File: src/rtl/hazard_ctrl_unit.sv
// Hazard and forwarding controller for a 5-stage pipeline: operand forwarding muxes,
// a load-use stall FSM, branch flush, data-memory freeze and saturating event counters.
module hazard_ctrl_unit #(
    parameter int DATA_W     = 32,
    parameter int ADDR_W     = 5,
    parameter int NUM_SRC    = 2,
    parameter int LU_BUBBLES = 1,
    parameter int CNT_W      = 16
) (
    input  logic                      clk,
    input  logic                      rst_n,
    input  logic [NUM_SRC*ADDR_W-1:0] src_addr,
    input  logic [NUM_SRC-1:0]        src_used,
    input  logic [NUM_SRC*DATA_W-1:0] src_data_id,
    input  logic [ADDR_W-1:0]         dst_ex,
    input  logic [ADDR_W-1:0]         dst_mem,
    input  logic [ADDR_W-1:0]         dst_wb,
    input  logic                      regwrite_ex,
    input  logic                      regwrite_mem,
    input  logic                      regwrite_wb,
    input  logic                      memread_ex,
    input  logic [DATA_W-1:0]         alu_out_ex,
    input  logic [DATA_W-1:0]         mem_data,
    input  logic [DATA_W-1:0]         wb_out,
    input  logic                      branch_taken_ex,
    input  logic                      mem_busy,
    input  logic                      cnt_clr,
    output logic [NUM_SRC*DATA_W-1:0] src_fwd,
    output logic                      stall_if,
    output logic                      stall_id,
    output logic                      bubble_ex,
    output logic                      flush_id,
    output logic                      freeze,
    output logic [CNT_W-1:0]          lu_stall_cnt,
    output logic [CNT_W-1:0]          freeze_cnt,
    output logic [CNT_W-1:0]          flush_cnt
);

    typedef enum logic {ST_RUN, ST_LU2} state_t;

    state_t              r_state;
    logic                r_hold_valid;
    logic [ADDR_W-1:0]   r_hold_dst;
    logic [DATA_W-1:0]   r_hold_data;
    logic [CNT_W-1:0]    r_lu_cnt;
    logic [CNT_W-1:0]    r_frz_cnt;
    logic [CNT_W-1:0]    r_flush_cnt;

    logic [NUM_SRC-1:0]  w_lu_vec;
    logic                w_lu;
    logic                w_freeze;
    logic                w_flush;
    logic                w_lu_stall;

    for (genvar g = 0; g < NUM_SRC; g++) begin : g_src
        logic [ADDR_W-1:0] w_addr;
        logic              w_nz;
        logic              w_hit_ex;
        logic              w_hit_mem;
        logic              w_hit_wb;
        logic              w_hit_hold;

        assign w_addr     = src_addr[g*ADDR_W +: ADDR_W];
        assign w_nz       = (w_addr != '0);
        // A load in EX has no data yet, so it never forwards; it stalls instead.
        assign w_hit_ex   = w_nz && regwrite_ex && !memread_ex && (w_addr == dst_ex);
        assign w_hit_mem  = w_nz && regwrite_mem && (w_addr == dst_mem);
        assign w_hit_wb   = w_nz && regwrite_wb && (w_addr == dst_wb);
        assign w_hit_hold = w_nz && r_hold_valid && (w_addr == r_hold_dst);

        assign src_fwd[g*DATA_W +: DATA_W] =
            w_hit_ex   ? alu_out_ex  :
            w_hit_mem  ? mem_data    :
            w_hit_wb   ? wb_out      :
            w_hit_hold ? r_hold_data :
                         src_data_id[g*DATA_W +: DATA_W];

        assign w_lu_vec[g] = src_used[g] && w_nz && regwrite_ex && memread_ex &&
                             (w_addr == dst_ex);
    end

    assign w_lu = |w_lu_vec;

    // Priority decode: freeze beats flush beats load-use.
    assign w_freeze   = mem_busy;
    assign w_flush    = !mem_busy && branch_taken_ex;
    assign w_lu_stall = !mem_busy && !branch_taken_ex && ((r_state == ST_LU2) || w_lu);

    // NOTE: every output is assigned on every path of this always_comb, so no latch is inferred.
    always_comb begin
        stall_if  = 1'b0;
        stall_id  = 1'b0;
        bubble_ex = 1'b0;
        flush_id  = 1'b0;
        freeze    = 1'b0;
        if (rst_n) begin
            if (w_freeze) begin
                freeze   = 1'b1;
                stall_if = 1'b1;
                stall_id = 1'b1;
            end else if (w_flush) begin
                flush_id  = 1'b1;
                bubble_ex = 1'b1;
            end else if (w_lu_stall) begin
                stall_if  = 1'b1;
                stall_id  = 1'b1;
                bubble_ex = 1'b1;
            end
        end
    end

    // NOTE: sequential state uses non-blocking assignments so all registers update together.
    always_ff @(posedge clk or negedge rst_n) begin
        if (!rst_n) begin
            r_state      <= ST_RUN;
            r_hold_valid <= 1'b0;
            r_hold_dst   <= '0;
            r_hold_data  <= '0;
            r_lu_cnt     <= '0;
            r_frz_cnt    <= '0;
            r_flush_cnt  <= '0;
        end else begin
            if (!mem_busy) begin
                r_hold_valid <= regwrite_wb && (dst_wb != '0);
                r_hold_dst   <= dst_wb;
                r_hold_data  <= wb_out;
                if (branch_taken_ex || (r_state == ST_LU2)) begin
                    r_state <= ST_RUN;
                end else if (w_lu && (LU_BUBBLES == 2)) begin
                    r_state <= ST_LU2;
                end
            end

            if (cnt_clr) begin
                r_lu_cnt    <= '0;
                r_frz_cnt   <= '0;
                r_flush_cnt <= '0;
            end else begin
                if (w_freeze && (r_frz_cnt != '1))
                    r_frz_cnt <= r_frz_cnt + 1'b1;
                if (w_flush && (r_flush_cnt != '1))
                    r_flush_cnt <= r_flush_cnt + 1'b1;
                if (w_lu_stall && (r_lu_cnt != '1))
                    r_lu_cnt <= r_lu_cnt + 1'b1;
            end
        end
    end

    assign lu_stall_cnt = r_lu_cnt;
    assign freeze_cnt   = r_frz_cnt;
    assign flush_cnt    = r_flush_cnt;

endmodule

File: config.mk
export PLATFORM = sky130hd
export DESIGN_NAME = hazard_ctrl_unit
export DESIGN_NICKNAME = d
export VERILOG_FILES = /design/src/rtl/hazard_ctrl_unit.sv
export SDC_FILE = /design/constraint.sdc
export NUM_CORES = 1
export LEC_CHECK = 0
export CELL_PAD_IN_SITES_DETAIL_PLACEMENT = 1
export CELL_PAD_IN_SITES_GLOBAL_PLACEMENT = 1
export CORE_UTILIZATION = 30
export DETAILED_ROUTE_END_ITERATION = 16
export PLACE_DENSITY = 0.86
export SYNTH_ARGS = -nofsm -noshare
export SYNTH_HDL_FRONTEND = slang
export SYNTH_SLANG_ARGS = --single-unit
File: constraint.sdc
create_clock -name clk -period 2.7 [get_ports clk]
set_input_delay 0.27 -clock clk [delete_from_list [all_inputs] [get_ports clk]]
set_output_delay 0.27 -clock clk [all_outputs]
set_load 0.1 [all_outputs]
==> results of run 1 <==
area by class of cell:
| cell class | count | area [sq um] |
|---|---|---|
| multi-input combinational | 618 | 5570 |
| fill | 2243 | 8530 |
| clock buffer | 11 | 233 |
| sequential | 86 | 2150 |
| tap | 280 | 350 |
| inverter | 5 | 18.8 |
| antenna | 6 | 15.0 |
| clock inverter | 5 | 36.3 |
| timing repair buffer | 447 | 5190 |
sequential cells by signal (all words and copies together) (netlist names):
signal	cells
flush_cnt	16
freeze_cnt	16
r_hold_data	32
lu_stall_cnt	16
r_hold_dst	5
r_hold_valid	1
worst register-to-register path: stages, from the launching register on:
cell and delay, ns:
dfrtp_1 0.43, ha_1 0.28, and3_1 0.25, nand2_1 0.11, nor2_1 0.56, nor3b_1 0.14, mux2_1 0.33
placed cells by master (no fill, tap or decap), types with 27 or more instances in the layout:
| master | Yosys | final |
|---|---|---|
| a221o_2 | 0 | 30 |
| mux2_2 | 68 | 38 |
| buf_12 | 0 | 91 |
| nand2_1 | 90 | 48 |
| mux2_4 | 0 | 30 |
| dfrtp_1 | 86 | 86 |
| xor2_1 | 33 | 33 |
| nand2_2 | 0 | 28 |
| buf_4 | 1 | 132 |
| nor2_1 | 79 | 76 |
| o21ai_2 | 1 | 27 |
| clkdlybuf4s50_1 | 0 | 167 |
final timing paths:
kind	from	to	slack, ns	cells after the start
worst max-delay path	src_addr[7]	src_fwd[59]	-0.37	11
worst min-delay path	rst_n	flush_cnt[6]$_DFFE_PN0P_	0.38	2
worst max register to register	lu_stall_cnt[0]$_DFFE_PN0P_	lu_stall_cnt[2]$_DFFE_PN0P_	0.48	6
worst min register to register	r_hold_data[28]$_DFFE_PN0N_	r_hold_data[28]$_DFFE_PN0N_	0.56	1
max in group asynchronous	rst_n	r_hold_data[16]$_DFFE_PN0N_	1.43	3
min in group clk	dst_wb[0]	r_hold_dst[0]$_DFFE_PN0N_	0.40	2
cell families after synthesis:
kind of cell	after synthesis	synth area share, %
buf+inv	67	4.21
xor+xnor	68	8.71
fa+ha+maj	3	0.549
simple gates	274	19.6
flops	86	31.5
compound gates	166	18.6
mux	106	16.8
metal layers:
| metal | part of all wire, % | GRT usage, % | up-vias |
|---|---|---|---|
| li1 | - | - | 3683 |
| met1 | 36 | 36.0 | 4512 |
| met3 | 8.7 | 8.08 | 274 |
| met4 | 7.9 | 21.0 | 6 |
| met5 | 0.092 | 0 | - |
| met2 | 48 | 56.3 | 633 |
Yosys cell counts, types with 5 or more instances:
master	count	area share, %
a311oi_1	33	4.2
clkbuf_1	43	2.4
nand3_1	19	1.4
and3_1	16	1.5
nand4_1	20	1.8
and4_1	5	0.64
or4_1	9	0.99
nand2b_1	5	0.46
o21ai_1	32	2.3
a22oi_1	31	3.4
mux2_2	68	11
dfrtp_1	86	31
xor2_1	33	4.2
buf_2	14	1.0
mux2i_1	35	5.1
xnor2_1	35	4.5
nand2_1	90	4.9
inv_1	5	0.27
nor2_1	79	4.3
nor3_1	7	0.51
a21oi_1	10	0.73
o31ai_1	5	0.55
o21ai_0	6	0.44
a221o_1	34	5.0
through the flow:
step	setup TNS (ns)	hold slack [ns]	cells	total power, uW
4_1_cts	-7.33	0.386	1443	4940
5_1_grt	-19.84	0.404	1455	5280
3_5_place_dp	-40.91	0.176	1394	3600
3_3_place_gp	-35.81	0.176	1394	3560
2_1_floorplan	-7.08	-0.0256	770	2570
6_report	-16.58	0.383	1458	5170
power by group:
part           switching [uW]  internal, uW
Combinational            1440          1070
Sequential               84.4          1350
Clock                     598           629
timing repair:
action                                  in CTS  in global routing
gates resized for setup                    176                110
endpoints found under the setup margin      67                 68
hold buffers                                 1                  0
hold endpoints to repair                    15                  0
setup buffers                               26                  5
pin swaps                                   53                 60
gates cloned                                 6                  4
==> impl_metrics.env, run 1 <==
export IMPL_status="finished with violations"
export IMPL_violations="negative setup slack"
export IMPL_grt_pass1_vias=9363
export IMPL_ys_types=53
export IMPL_drc=0
export IMPL_hpwl_mm=25.5
export IMPL_synth_edff_count=0
export IMPL_crit_top_cell="buf_4"
export IMPL_crit_fanout=12
export IMPL_drt_wirelength_per_cell_microns=30.6
export IMPL_worst_setup_path_type="input pin to output pin"
export IMPL_wl_mm=44.6
export IMPL_ys_async_sr_fraction_pct=100
export IMPL_grt_pass1_wl_mm=58.2
export IMPL_cts_tree="built"
export IMPL_worst_slew_pin_slew_ns=0.784
export IMPL_area_growth_synth_to_final_pct=98.5
export IMPL_nNetsFinal=1366
export IMPL_initial_utilization_pct=30.9
export IMPL_overflow=0
export IMPL_cts_made_buffers=9
export IMPL_htree_levels=3
export IMPL_die_area_sq_um=23400
export IMPL_portBuffers=312
export IMPL_antenna_found_initial=9
export IMPL_drive_gt1_share_pct=46.2
export IMPL_holdCritPathClass="input pin to asynchronous set/reset pin"
export IMPL_crit_chain="clkdlybuf4s15_1, buf_4, xor2_1, nor2_1, nand4_1, buf_4, buf_4, nor2_1, a311oi_2, a221o_2, buf_12"
export IMPL_cts_clk_slew_worst_paths_ns=0.07
export IMPL_cts_root_buf="clkbuf_16"
export IMPL_dr_pass1_iters=5
export IMPL_synth_fp_nets=969
export IMPL_die_h_microns=153
export IMPL_cts_sinks=86
export IMPL_hold_viol=0
export IMPL_num_vias=9108
export IMPL_first_iter_violations=650
export IMPL_avgSynthCellArea_sq_um=8.88
export IMPL_finalWorstSetupSlack_ns=-0.372
export IMPL_ys_seq_area_share_pct=31.5
export IMPL_coreArea_sq_um=22100
export IMPL_power_density_nw_per_um2=381
export IMPL_rsz0062_at_grt="true"
export IMPL_die_width_microns=153
export IMPL_grt_use_total_pct=32.7
export IMPL_maxSlewViolCount=0
export IMPL_place_area_sq_um=11600
export IMPL_io_pins=313
export IMPL_final_util_pct=61.4
export IMPL_cts_buffer_depth=2
export IMPL_critical_path_buf_inv_count=5
export IMPL_syn_instance_count=770
export IMPL_min_period_ns=3.07
export IMPL_crit_path_end_kind="output pin"
export IMPL_slowest_delay_ns=0.43
export IMPL_placementRows=54
export IMPL_startpoint_type="input pin"
export IMPL_grt_max_degree=39
export IMPL_syn_area_sq_um=6830
export IMPL_critPathSlowestCell="a221o_2"
export IMPL_worstPathRequired_ns=2.43
export IMPL_maxCapViolations=0
export IMPL_ys_warnings_count=0
export IMPL_slew_headroom_pct=47.6
export IMPL_design_area_sq_um=13600
export IMPL_cp_top_family="buffers and inverters"
export IMPL_ys_seq_elements=86
export IMPL_fin_crit_sh_pct=114
export IMPL_clock_fmax_ghz=0.326
export IMPL_irDropWorstVdd_v=0.000311
export IMPL_synthFlopType="dfrtp_1"
export IMPL_fin_skew_ns=0.00569
export IMPL_dp_slack_ns=-0.875
export IMPL_postRouteAntennaNets=0
export IMPL_drt_vias_per_instance=6.25
export IMPL_setup_viol=64
export IMPL_p_leak_uw=0.00564
export IMPL_clk_latency_ns=0.35
export IMPL_arrival_ns=2.80
export IMPL_place_congestion=0.914
Power figures use the tool's default switching activity.
==> inputs of run 2 (changes only) <==
- GPL_TIMING_DRIVEN: default -> 0
==> impl_metrics.env, run 2 (synthesis results as in run 1) <==
export IMPL_status="finished with violations"
export IMPL_violations="negative hold slack, negative setup slack"
export IMPL_startpoint_type="register"
export IMPL_nFillCells=2376
export IMPL_holdCritPathClass="input pin to asynchronous set/reset pin"
export IMPL_rsz0062_at_grt="true"
export IMPL_tns_ns=-5.55
export IMPL_crit_fanout=10
export IMPL_worstPathRequired_ns=2.43
export IMPL_dr_pass1_iters=5
export IMPL_place_congestion=0.907
export IMPL_critPathSlowestCell="or4_4"
export IMPL_fin_crit_sh_pct=107
export IMPL_cts_tree="built"
export IMPL_r2r_cells=7
export IMPL_arrival_ns=2.62
export IMPL_cts_made_buffers=9
export IMPL_antenna_found_initial=8
export IMPL_final_cell_mix="clkdlybuf4s50_1 (225), nand2_1 (86), dfrtp_1 (86), nor2_1 (76), buf_12 (40)"
export IMPL_p_leak_uw=0.00491
export IMPL_slew_headroom_pct=30.6
export IMPL_r2r_end="flush_cnt[9]$_DFFE_PN0P_"
export IMPL_mostFrequentLayoutCell="clkdlybuf4s50_1"
export IMPL_die_h_microns=153
export IMPL_initial_utilization_pct=30.9
export IMPL_maxCapViolations=0
export IMPL_cts_sinks=86
export IMPL_largest_reg_flops=32
export IMPL_hpwl_mm=23.0
export IMPL_grt_pass1_vias=8780
export IMPL_slowest_delay_ns=0.56
export IMPL_maxSlewViolCount=0
export IMPL_area_growth_synth_to_final_pct=78.8
export IMPL_drt_vias_per_instance=5.81
export IMPL_drive_gt1_share_pct=33.0
export IMPL_worst_slew_pin_slew_ns=1.04
export IMPL_grt_max_degree=55
export IMPL_cts_clk_slew_worst_paths_ns=0.07
export IMPL_power_density_nw_per_um2=402
export IMPL_wl_mm=34.6
export IMPL_fin_skew_ns=0.00429
export IMPL_grt_pass1_wl_mm=50.7
export IMPL_die_area_sq_um=23400
export IMPL_placementRows=54
export IMPL_htree_levels=3
export IMPL_finalWorstSetupSlack_ns=-0.189
export IMPL_clock_fmax_ghz=0.346
export IMPL_regMostFlops="r_hold_data"
export IMPL_num_vias=8103
export IMPL_irDropWorstVdd_v=0.000278
export IMPL_portBuffers=301
export IMPL_design_area_sq_um=12200
export IMPL_dp_slack_ns=-1.82
export IMPL_cts_root_buf="clkbuf_16"
export IMPL_final_util_pct=55.3
export IMPL_drc=0
export IMPL_place_area_sq_um=10400
export IMPL_reg2reg_from="flush_cnt[3]$_DFFE_PN0P_"
export IMPL_hold_slack_ns=-0.0210
export IMPL_regToRegSetupSlack_ns=0.41
export IMPL_worst_setup_path_type="register to output pin"
export IMPL_crit_chain="xnor2_2, nand2_2, or4_4, buf_8, nand2_1, a311oi_1, a221o_2, buf_6"
export IMPL_cts_buffer_depth=2
export IMPL_coreArea_sq_um=22100
export IMPL_first_iter_violations=375
export IMPL_grt_use_total_pct=28.1
export IMPL_crit_path_end_kind="output pin"
export IMPL_overflow=0
export IMPL_hold_viol=30
export IMPL_nNetsFinal=1302
export IMPL_die_width_microns=153
export IMPL_setup_viol=62
export IMPL_min_period_ns=2.89
export IMPL_drt_wirelength_per_cell_microns=24.8
export IMPL_clk_latency_ns=0.35
export IMPL_postRouteAntennaNets=0
export IMPL_io_pins=313
run 2: changes by cell type in the layout (fill, tap and decap cells not counted), sizes merged, moves of 2 or more:
cell	previous run	this run
dlygate4sd2	16	3
dlymetal6s2s	1	4
clkinv	5	1
clkbuf	18	48
clkdlybuf4s50	167	225
buf	251	113
clkinvlp	0	2
inv	5	7
clkdlybuf4s15	4	1
run 2: where the power goes:
| group | switching [uW] | internal (uW) |
|---|---|---|
| Sequential | 63.3 | 1350 |
| Combinational | 1290 | 870 |
| Clock | 591 | 749 |
run 2: worst max-delay path by stage:
stage / startpoint / endpoint / slack (ns) / depth (start not counted)
floorplan: src_addr[1] / src_fwd[0] / -0.23 / 7
global placement: rst_n / stall_if / -3.36 / 4
detailed placement: dst_ex[2] / src_fwd[23] / -1.82 / 8
CTS: r_hold_dst[0]$_DFFE_PN0N_ / src_fwd[59] / -0.14 / 8
global route: r_hold_dst[3]$_DFFE_PN0N_ / src_fwd[46] / -0.25 / 8
finish: r_hold_dst[3]$_DFFE_PN0N_ / src_fwd[46] / -0.19 / 8
run 2: repair_timing:
action	in CTS	in global routing
setup buffers	15	4
resized for setup	689	84
gates cloned	3	0
hold buffers	1	0
setup endpoints to repair	69	67
endpoints found under the hold margin	35	0
pin swaps	39	38
run 2: metal layers:
layer / track usage [%] / vias up / share of wire [%]
li1: - / 3547 / -
met1: 31.3 / 4041 / 38
met2: 49.7 / 411 / 50
met3: 6.75 / 100 / 7.1
met4: 14.4 / 4 / 5.1
met5: 0 / - / 0.069
run 2: final cells by class:
type	instances	area [sq um]	share of cell area, %
antenna	6	15.0	0.123
buffer	59	477	3.90
clock buffer	10	239	1.96
clock inverter	6	67.6	0.553
inverter	5	18.8	0.154
multi-input combinational	617	5170	42.3
sequential	86	2150	17.6
tap	280	350	2.87
timing repair buffer	325	3730	30.5
run 2: worst max-delay path, delay by kind of cell, from the launching register on:
family | cells | cell delay, ns
compound gates | 2 | 0.48
buf+inv | 2 | 0.37
xor+xnor | 1 | 0.18
flops | 1 | 0.45
simple gates | 3 | 0.78
run 2: metrics by stage:
| stage | power, uW | cells |
|---|---|---|
| 6_report | 4910 | 1394 |
| 2_1_floorplan | 2570 | 770 |
| 3_3_place_gp | 3200 | 1351 |
| 4_1_cts | 4830 | 1384 |
| 3_5_place_dp | 3230 | 1352 |
| 5_1_grt | 5060 | 1391 |
